===== config.mk =====
export PLATFORM = sky130hd
export DESIGN_NAME = counter_seq_ctrl
export DESIGN_NICKNAME = d
export VERILOG_FILES = /design/src/rtl/counter_seq_ctrl.sv
export SDC_FILE = /design/constraint.sdc
export NUM_CORES = 1
export LEC_CHECK = 0
export CAP_MARGIN = 20
export CORE_ASPECT_RATIO = 1.4
export CORE_MARGIN = 1
export CORE_UTILIZATION = 29
export CTS_CLUSTER_DIAMETER = 120
export DETAILED_ROUTE_END_ITERATION = 16
export MAX_ROUTING_LAYER = met4
export SLEW_MARGIN = 20
export SYNTH_ARGS = -nofsm -noshare
export SYNTH_HDL_FRONTEND = slang
export SYNTH_SLANG_ARGS = --single-unit
export TNS_END_PERCENT = 30

===== constraint.sdc =====
create_clock -name clock -period 4.02 [get_ports clock]
set_input_delay 0.603 -clock clock [delete_from_list [all_inputs] [get_ports clock]]
set_output_delay 0.603 -clock clock [all_outputs]
set_load 0.02 [all_outputs]

===== src/rtl/counter_seq_ctrl.sv =====
// Shares one external down-counter between two requesters: round-robin grant,
// load, optional halve, prescaled decrement to zero, per-requester done pulse.
//
//   state | meaning
//   IDLE  | waiting for a request; arbitrates when one is present
//   LOAD  | grant pulse, counter latches the captured start value
//   HALVE | counter divides its contents by two
//   RUN   | prescaled decrement until the counter reports zero
//   DONE  | done pulse to the job owner, round-robin pointer updated
module counter_seq_ctrl #(
  parameter int WIDTH    = 4,
  parameter int PRESCALE = 1
) (
  input  logic             clock,
  input  logic             reset_n,
  input  logic             req0,
  input  logic [WIDTH-1:0] load0,
  input  logic             half0,
  input  logic             req1,
  input  logic [WIDTH-1:0] load1,
  input  logic             half1,
  input  logic             abort,
  output logic             gnt0,
  output logic             gnt1,
  output logic             done0,
  output logic             done1,
  output logic             busy,
  output logic             cnt_latch,
  output logic [WIDTH-1:0] cnt_in,
  output logic             cnt_dec,
  output logic             cnt_halve,
  input  logic             cnt_zero
);

  localparam int PW = (PRESCALE > 1) ? $clog2(PRESCALE) : 1;
  localparam logic [PW-1:0] PRE_LAST = PW'(PRESCALE - 1);

  typedef enum logic [2:0] {
    S_IDLE,
    S_LOAD,
    S_HALVE,
    S_RUN,
    S_DONE
  } state_t;

  state_t           state;
  logic   [PW-1:0]  presc;
  logic   [WIDTH-1:0] remain;
  logic             owner;
  logic             job_half;
  logic             last_grant;

  logic             pick_valid;
  logic             pick;
  logic [WIDTH-1:0] pick_load;
  logic             pick_half;
  logic [PW-1:0]    presc_step;
  logic             entry_dec;
  logic             run_dec;

  // Tie goes to the requester that was not served last.
  always_comb begin
    pick_valid = req0 | req1;
    pick       = 1'b0;
    if (req0 && req1) begin
      pick = ~last_grant;
    end else begin
      pick = req1;
    end
    pick_load = pick ? load1 : load0;
    pick_half = pick ? half1 : half0;
  end

  // Because cnt_dec is a flop, the decrement for a cycle is decided one cycle
  // early. remain shadows the counter value after every pending decrement so a
  // decrement is never scheduled into a cycle where the counter already reads
  // zero; cnt_zero itself still decides when the job ends.
  always_comb begin
    presc_step = (presc == PRE_LAST) ? '0 : presc + PW'(1);
    entry_dec  = (PRE_LAST == '0) && (remain != '0);
    run_dec    = (presc_step == PRE_LAST) && (remain != '0);
  end

  always_ff @(posedge clock or negedge reset_n) begin
    if (!reset_n) begin
      state      <= S_IDLE;
      presc      <= '0;
      remain     <= '0;
      owner      <= 1'b0;
      job_half   <= 1'b0;
      last_grant <= 1'b1;
      gnt0       <= 1'b0;
      gnt1       <= 1'b0;
      done0      <= 1'b0;
      done1      <= 1'b0;
      busy       <= 1'b0;
      cnt_latch  <= 1'b0;
      cnt_in     <= '0;
      cnt_dec    <= 1'b0;
      cnt_halve  <= 1'b0;
    end else begin
      gnt0      <= 1'b0;
      gnt1      <= 1'b0;
      done0     <= 1'b0;
      done1     <= 1'b0;
      cnt_latch <= 1'b0;
      cnt_dec   <= 1'b0;
      cnt_halve <= 1'b0;

      case (state)
        S_IDLE: begin
          if (pick_valid) begin
            state     <= S_LOAD;
            owner     <= pick;
            job_half  <= pick_half;
            remain    <= pick_load;
            gnt0      <= ~pick;
            gnt1      <= pick;
            cnt_latch <= 1'b1;
            cnt_in    <= pick_load;
            busy      <= 1'b1;
          end
        end

        S_LOAD: begin
          if (abort) begin
            state      <= S_IDLE;
            busy       <= 1'b0;
            last_grant <= owner;
          end else if (job_half) begin
            state     <= S_HALVE;
            cnt_halve <= 1'b1;
            remain    <= remain >> 1;
          end else begin
            state   <= S_RUN;
            presc   <= '0;
            cnt_dec <= entry_dec;
            if (entry_dec) begin
              remain <= remain - WIDTH'(1);
            end
          end
        end

        S_HALVE: begin
          if (abort) begin
            state      <= S_IDLE;
            busy       <= 1'b0;
            last_grant <= owner;
          end else begin
            state   <= S_RUN;
            presc   <= '0;
            cnt_dec <= entry_dec;
            if (entry_dec) begin
              remain <= remain - WIDTH'(1);
            end
          end
        end

        S_RUN: begin
          if (abort) begin
            state      <= S_IDLE;
            busy       <= 1'b0;
            last_grant <= owner;
          end else if (cnt_zero) begin
            state <= S_DONE;
            done0 <= ~owner;
            done1 <= owner;
          end else begin
            presc   <= presc_step;
            cnt_dec <= run_dec;
            if (run_dec) begin
              remain <= remain - WIDTH'(1);
            end
          end
        end

        S_DONE: begin
          state      <= S_IDLE;
          busy       <= 1'b0;
          last_grant <= owner;
        end

        default: begin
          state <= S_IDLE;
          busy  <= 1'b0;
        end
      endcase
    end
  end

endmodule


==> reports/summary.log <==
[floorplanning] placement row count 25
[floorplanning] I/O pin cnt 28
[floorplanning] Initial Util 0.310
[clock_network] TritonCTS clock tree built
[outcome] result of the run finished, final reports clean
[setup_path] kind of cell with the highest combined delay on the critical path compound AO/OA/AOI/OAI gates
[timing] worst rel slew slack 0.561
[setup_path] critical path required time 4.17 ns
[synthesis] summed instance area of the synthesized netlist 1080 sq um
[global_routing] Tot GR Track Use 0.147
[floorplanning] Die Outline Area 3970 sq um
[timing] sum of negative setup slack 0 ns
[layout] antenna cell count 0
[synthesis] post-synthesis async set-or-reset flop share 1.00
[synthesis] number of cells produced by synthesis 104
[global_routing] global-route wire length before repair 4130 microns
[timing] period utilization 0.531
[global_routing] via count of the first global-routing pass 908
[synthesis] basic-gate share of the synthesized area counting and, or, nand and nor cells 0.174
[synthesis] syn_area_per_cell 10.4 sq um
[setup_path] delay of the slowest cell on the worst path 0.57 ns
[timing] final-report setup violation count 0
[drt] Post-route DRC 0
[layout] layout cell share with drive strength beyond 1 0.0840
[timing] post-layout minimum cycle time 2.14 ns
[power_and_ir_drop] internal power summed over all cells 0.000647 W
[synthesis] arithmetic-cell share of the synthesized area counting full adders, half adders and majority gates 0.0116
[power_and_ir_drop] net switching power 0.000418 W
[synthesis] synthesized-area fraction occupied by xor and xnor cells 0
[drt] number of detailed-routing iterations run before antenna repair 4
[power_and_ir_drop] net switching fraction of the power 0.393
[setup_path] crit path launch type primary input
[clock_network] count of clock tree sinks 22
[global_routing] final global-route overflow total 0
[drt] total wire length 2450 microns
[synthesis] Top FF cell, synth sky130_fd_sc_hd__dfrtp_1
[placed_design] detailed placement HPWL 1860 microns
[drt] WL/cell 14.4 microns
[clock_network] post-cts repair resize count 0
[layout] registers with the most flip-flops cnt_in (4), remain (4), state (3)
[drt] total via count in the routed design 933
[setup_path] CP endpoint kind flop
[clock_network] clock insertion delay at the later pin of the skew report 0.26 ns
[setup_path] ordered list of cells on the worst path clkdlybuf4s50_1 > a21boi_1 > mux2i_1 > nand2_1 > a32o_1
[placed_design] placer's final routability congestion estimate 0.817
[setup_path] Worst Path Arrival 2.29 ns
[power_and_ir_drop] part of the power in the clock network 0.147
[layout] Layout fillers 325
[power_and_ir_drop] sequential share of power 0.381
[power_and_ir_drop] combinational share of power 0.472
[power_and_ir_drop] VDD IR-drop max 0.000331 V
[timing] RSZ-0062 raised after global routing false
[placed_design] number of input and output port buffers inserted 27
[drt] number of routed nets with antenna violations 0
[synthesis] Synthesized Nets 121
[synthesis] number of flops mapped to enable cells by yosys 0
[clock_network] CTS H-Tree Depth 1
[power_and_ir_drop] areal power density over the cells 742 nW/um^2
[drt] initial DRC count 21
[job] count of maximum capacitance violations 0
[layout] area added between synthesis and finish 33.2%
[synthesis] number of synthesized register bits 22
[synthesis] Synthesis Warnings 0
[global_routing] number of antenna violations at the first check in global routing 0
[global_routing] pin count of the biggest net entering global routing 23
[clock_network] buffers from clock root to sink, at most 2
[setup_path] largest fanout on the critical path 6
[clock_network] post-CTS repair timing setup buffer count 0
[floorplanning] Vert. Die Dim 74.1 microns
[synthesis] share of synthesized area occupied by flip-flops and latches 0.512
[clock_network] number of hold buffers added after cts 0
[layout] Final #Nets 149
[timing] maximum clock rate 0.468 GHz
[drt] vias per cell 5.46
[synthesis] number of distinct standard cells referenced by the synthesized netlist 39
[synthesis] combinational family with the most area after synthesis compound AO/OA/AOI/OAI gates
[timing] measured slew at the worst slew-check pin 0.658 ns
[power_and_ir_drop] total power 0.00107 W
[timing] count of pins over their slew limit 0
[timing] final hold vios 0
[clock_network] buffer cell driving the clock tree root sky130_fd_sc_hd__clkbuf_8
[setup_path] number of buffer and inverter instances along the worst setup path 1
[timing] clk_skew 0.00284 ns
[min_path] Hold Crit Class primary input to async pin
[floorplanning] area of the core 3470 sq um
[synthesis] multiplexer share of the synthesized area 0.0476
[setup_path] critical path's slowest cell sky130_fd_sc_hd__a21boi_1
[clock_network] CTS clock-pin slew for the worst setup and hold paths 0.08 ns
[clock_network] clock buffers created by TritonCTS 3
[synthesis] synthesized-area fraction occupied by ao, oa, aoi and oai cells 0.215
[setup_path] type of the worst setup path primary input to flop
[power_and_ir_drop] leakage component of the power 0.618 nW
[floorplanning] DIE WIDTH 53.5 microns
Yosys cell counts (2+ instances only):
cell type | number | share of area
sky130_fd_sc_hd__a211oi_1 | 2 | 0.014
sky130_fd_sc_hd__a21o_1 | 2 | 0.014
sky130_fd_sc_hd__a21oi_1 | 5 | 0.023
sky130_fd_sc_hd__a32o_1 | 3 | 0.028
sky130_fd_sc_hd__and2_1 | 3 | 0.017
sky130_fd_sc_hd__clkbuf_1 | 4 | 0.014
sky130_fd_sc_hd__dfrtp_1 | 21 | 0.49
sky130_fd_sc_hd__inv_1 | 6 | 0.021
sky130_fd_sc_hd__mux2i_1 | 4 | 0.037
sky130_fd_sc_hd__nand2_1 | 10 | 0.035
sky130_fd_sc_hd__nor2_1 | 5 | 0.017
sky130_fd_sc_hd__nor3b_1 | 2 | 0.014
sky130_fd_sc_hd__nor4_1 | 2 | 0.012
sky130_fd_sc_hd__o21ai_0 | 6 | 0.028
sky130_fd_sc_hd__o221ai_1 | 3 | 0.024
sky130_fd_sc_hd__o311ai_0 | 2 | 0.016
sky130_fd_sc_hd__or3b_2 | 2 | 0.016
placed cells by master, fill, tap and decap left out, types with 2 or more instances in the layout:
| cell | synthesis | final |
|---|---|---|
| sky130_fd_sc_hd__nor3b_1 | 2 | 2 |
| sky130_fd_sc_hd__clkbuf_8 | 0 | 4 |
| sky130_fd_sc_hd__and2_1 | 3 | 3 |
| sky130_fd_sc_hd__a211oi_1 | 2 | 2 |
| sky130_fd_sc_hd__mux2i_1 | 4 | 4 |
| sky130_fd_sc_hd__o21ai_0 | 6 | 6 |
| sky130_fd_sc_hd__clkdlybuf4s50_1 | 0 | 26 |
| sky130_fd_sc_hd__nand2_1 | 10 | 10 |
| sky130_fd_sc_hd__a32o_1 | 3 | 3 |
| sky130_fd_sc_hd__dfrtp_1 | 21 | 21 |
| sky130_fd_sc_hd__nor2_1 | 5 | 5 |
| sky130_fd_sc_hd__a21o_1 | 2 | 2 |
| sky130_fd_sc_hd__o221ai_1 | 3 | 3 |
| sky130_fd_sc_hd__nor4_1 | 2 | 2 |
| sky130_fd_sc_hd__a21oi_1 | 5 | 5 |
| sky130_fd_sc_hd__inv_1 | 6 | 6 |
| sky130_fd_sc_hd__or3b_2 | 2 | 2 |
| sky130_fd_sc_hd__o311ai_0 | 2 | 2 |
cells by family (layout without fill, tap and decap cells):
group	Yosys count	count (layout)
simple gates	34	34
compound gates	31	31
flops	22	22
buf+inv	11	38
mux	5	5
fa+ha+maj	1	1
final timing paths:
kind	startpoint	end	slack [ns]	cells past startpoint
max in group asynchronous	reset_n	last_grant	3.36	1
max reg2reg	state[1]	remain[0]	1.93	4
min	reset_n	cnt_dec	0.30	1
min in group clock	owner	done0	0.48	1
min reg2reg	owner	done0	0.48	1
max	req1	remain[1]	1.88	5
power groups by stage:
stage	registers [W]	clock network (W)	logic (W)
CTS	0.000401	0.000162	0.000508
floorplan	0.000419	0	0.000306
finish	0.000405	0.000157	0.000503
detailed placement	0.000404	0	0.000506
global placement	0.000403	0	0.000497
global route	0.000415	0.000172	0.000556
stage by stage:
step	area, sq um	util	cells	worst slack, ns	hold slack [ns]
finish	1440	0.413	171	1.88	0.295
global route	1440	0.413	171	1.71	0.343
CTS	1440	0.415	171	1.86	0.487
detailed placement	1390	0.399	167	1.58	0.476
global placement	1390	0.399	167	1.66	0.462
floorplan	1080	-	104	2.18	0.307
layer usage:
metal,up-vias,track usage,wire (microns)
met5,-,-,0
met4,0,0.0819,88
met3,9,0.0245,160
met2,52,0.235,1180
met1,430,0.172,1030
li1,442,-,-
worst register-to-register path: stages (launching register included):
cell and delay (ns):
sky130_fd_sc_hd__dfrtp_1 0.55, sky130_fd_sc_hd__or2_1 0.39, sky130_fd_sc_hd__a211oi_1 0.48, sky130_fd_sc_hd__o311ai_0 0.29, sky130_fd_sc_hd__a32o_1 0.26
area by class of cell:
class	instances	area (sq um)	share of cell area
well taps	40	50.0	0.0349
repair buffers	28	273	0.190
clock buffers	4	55.1	0.0384
inverters	6	22.5	0.0157
flip-flops and latches	22	552	0.384
multi-input cells	71	483	0.337
Note: power is estimated with default switching activity, not from simulation.
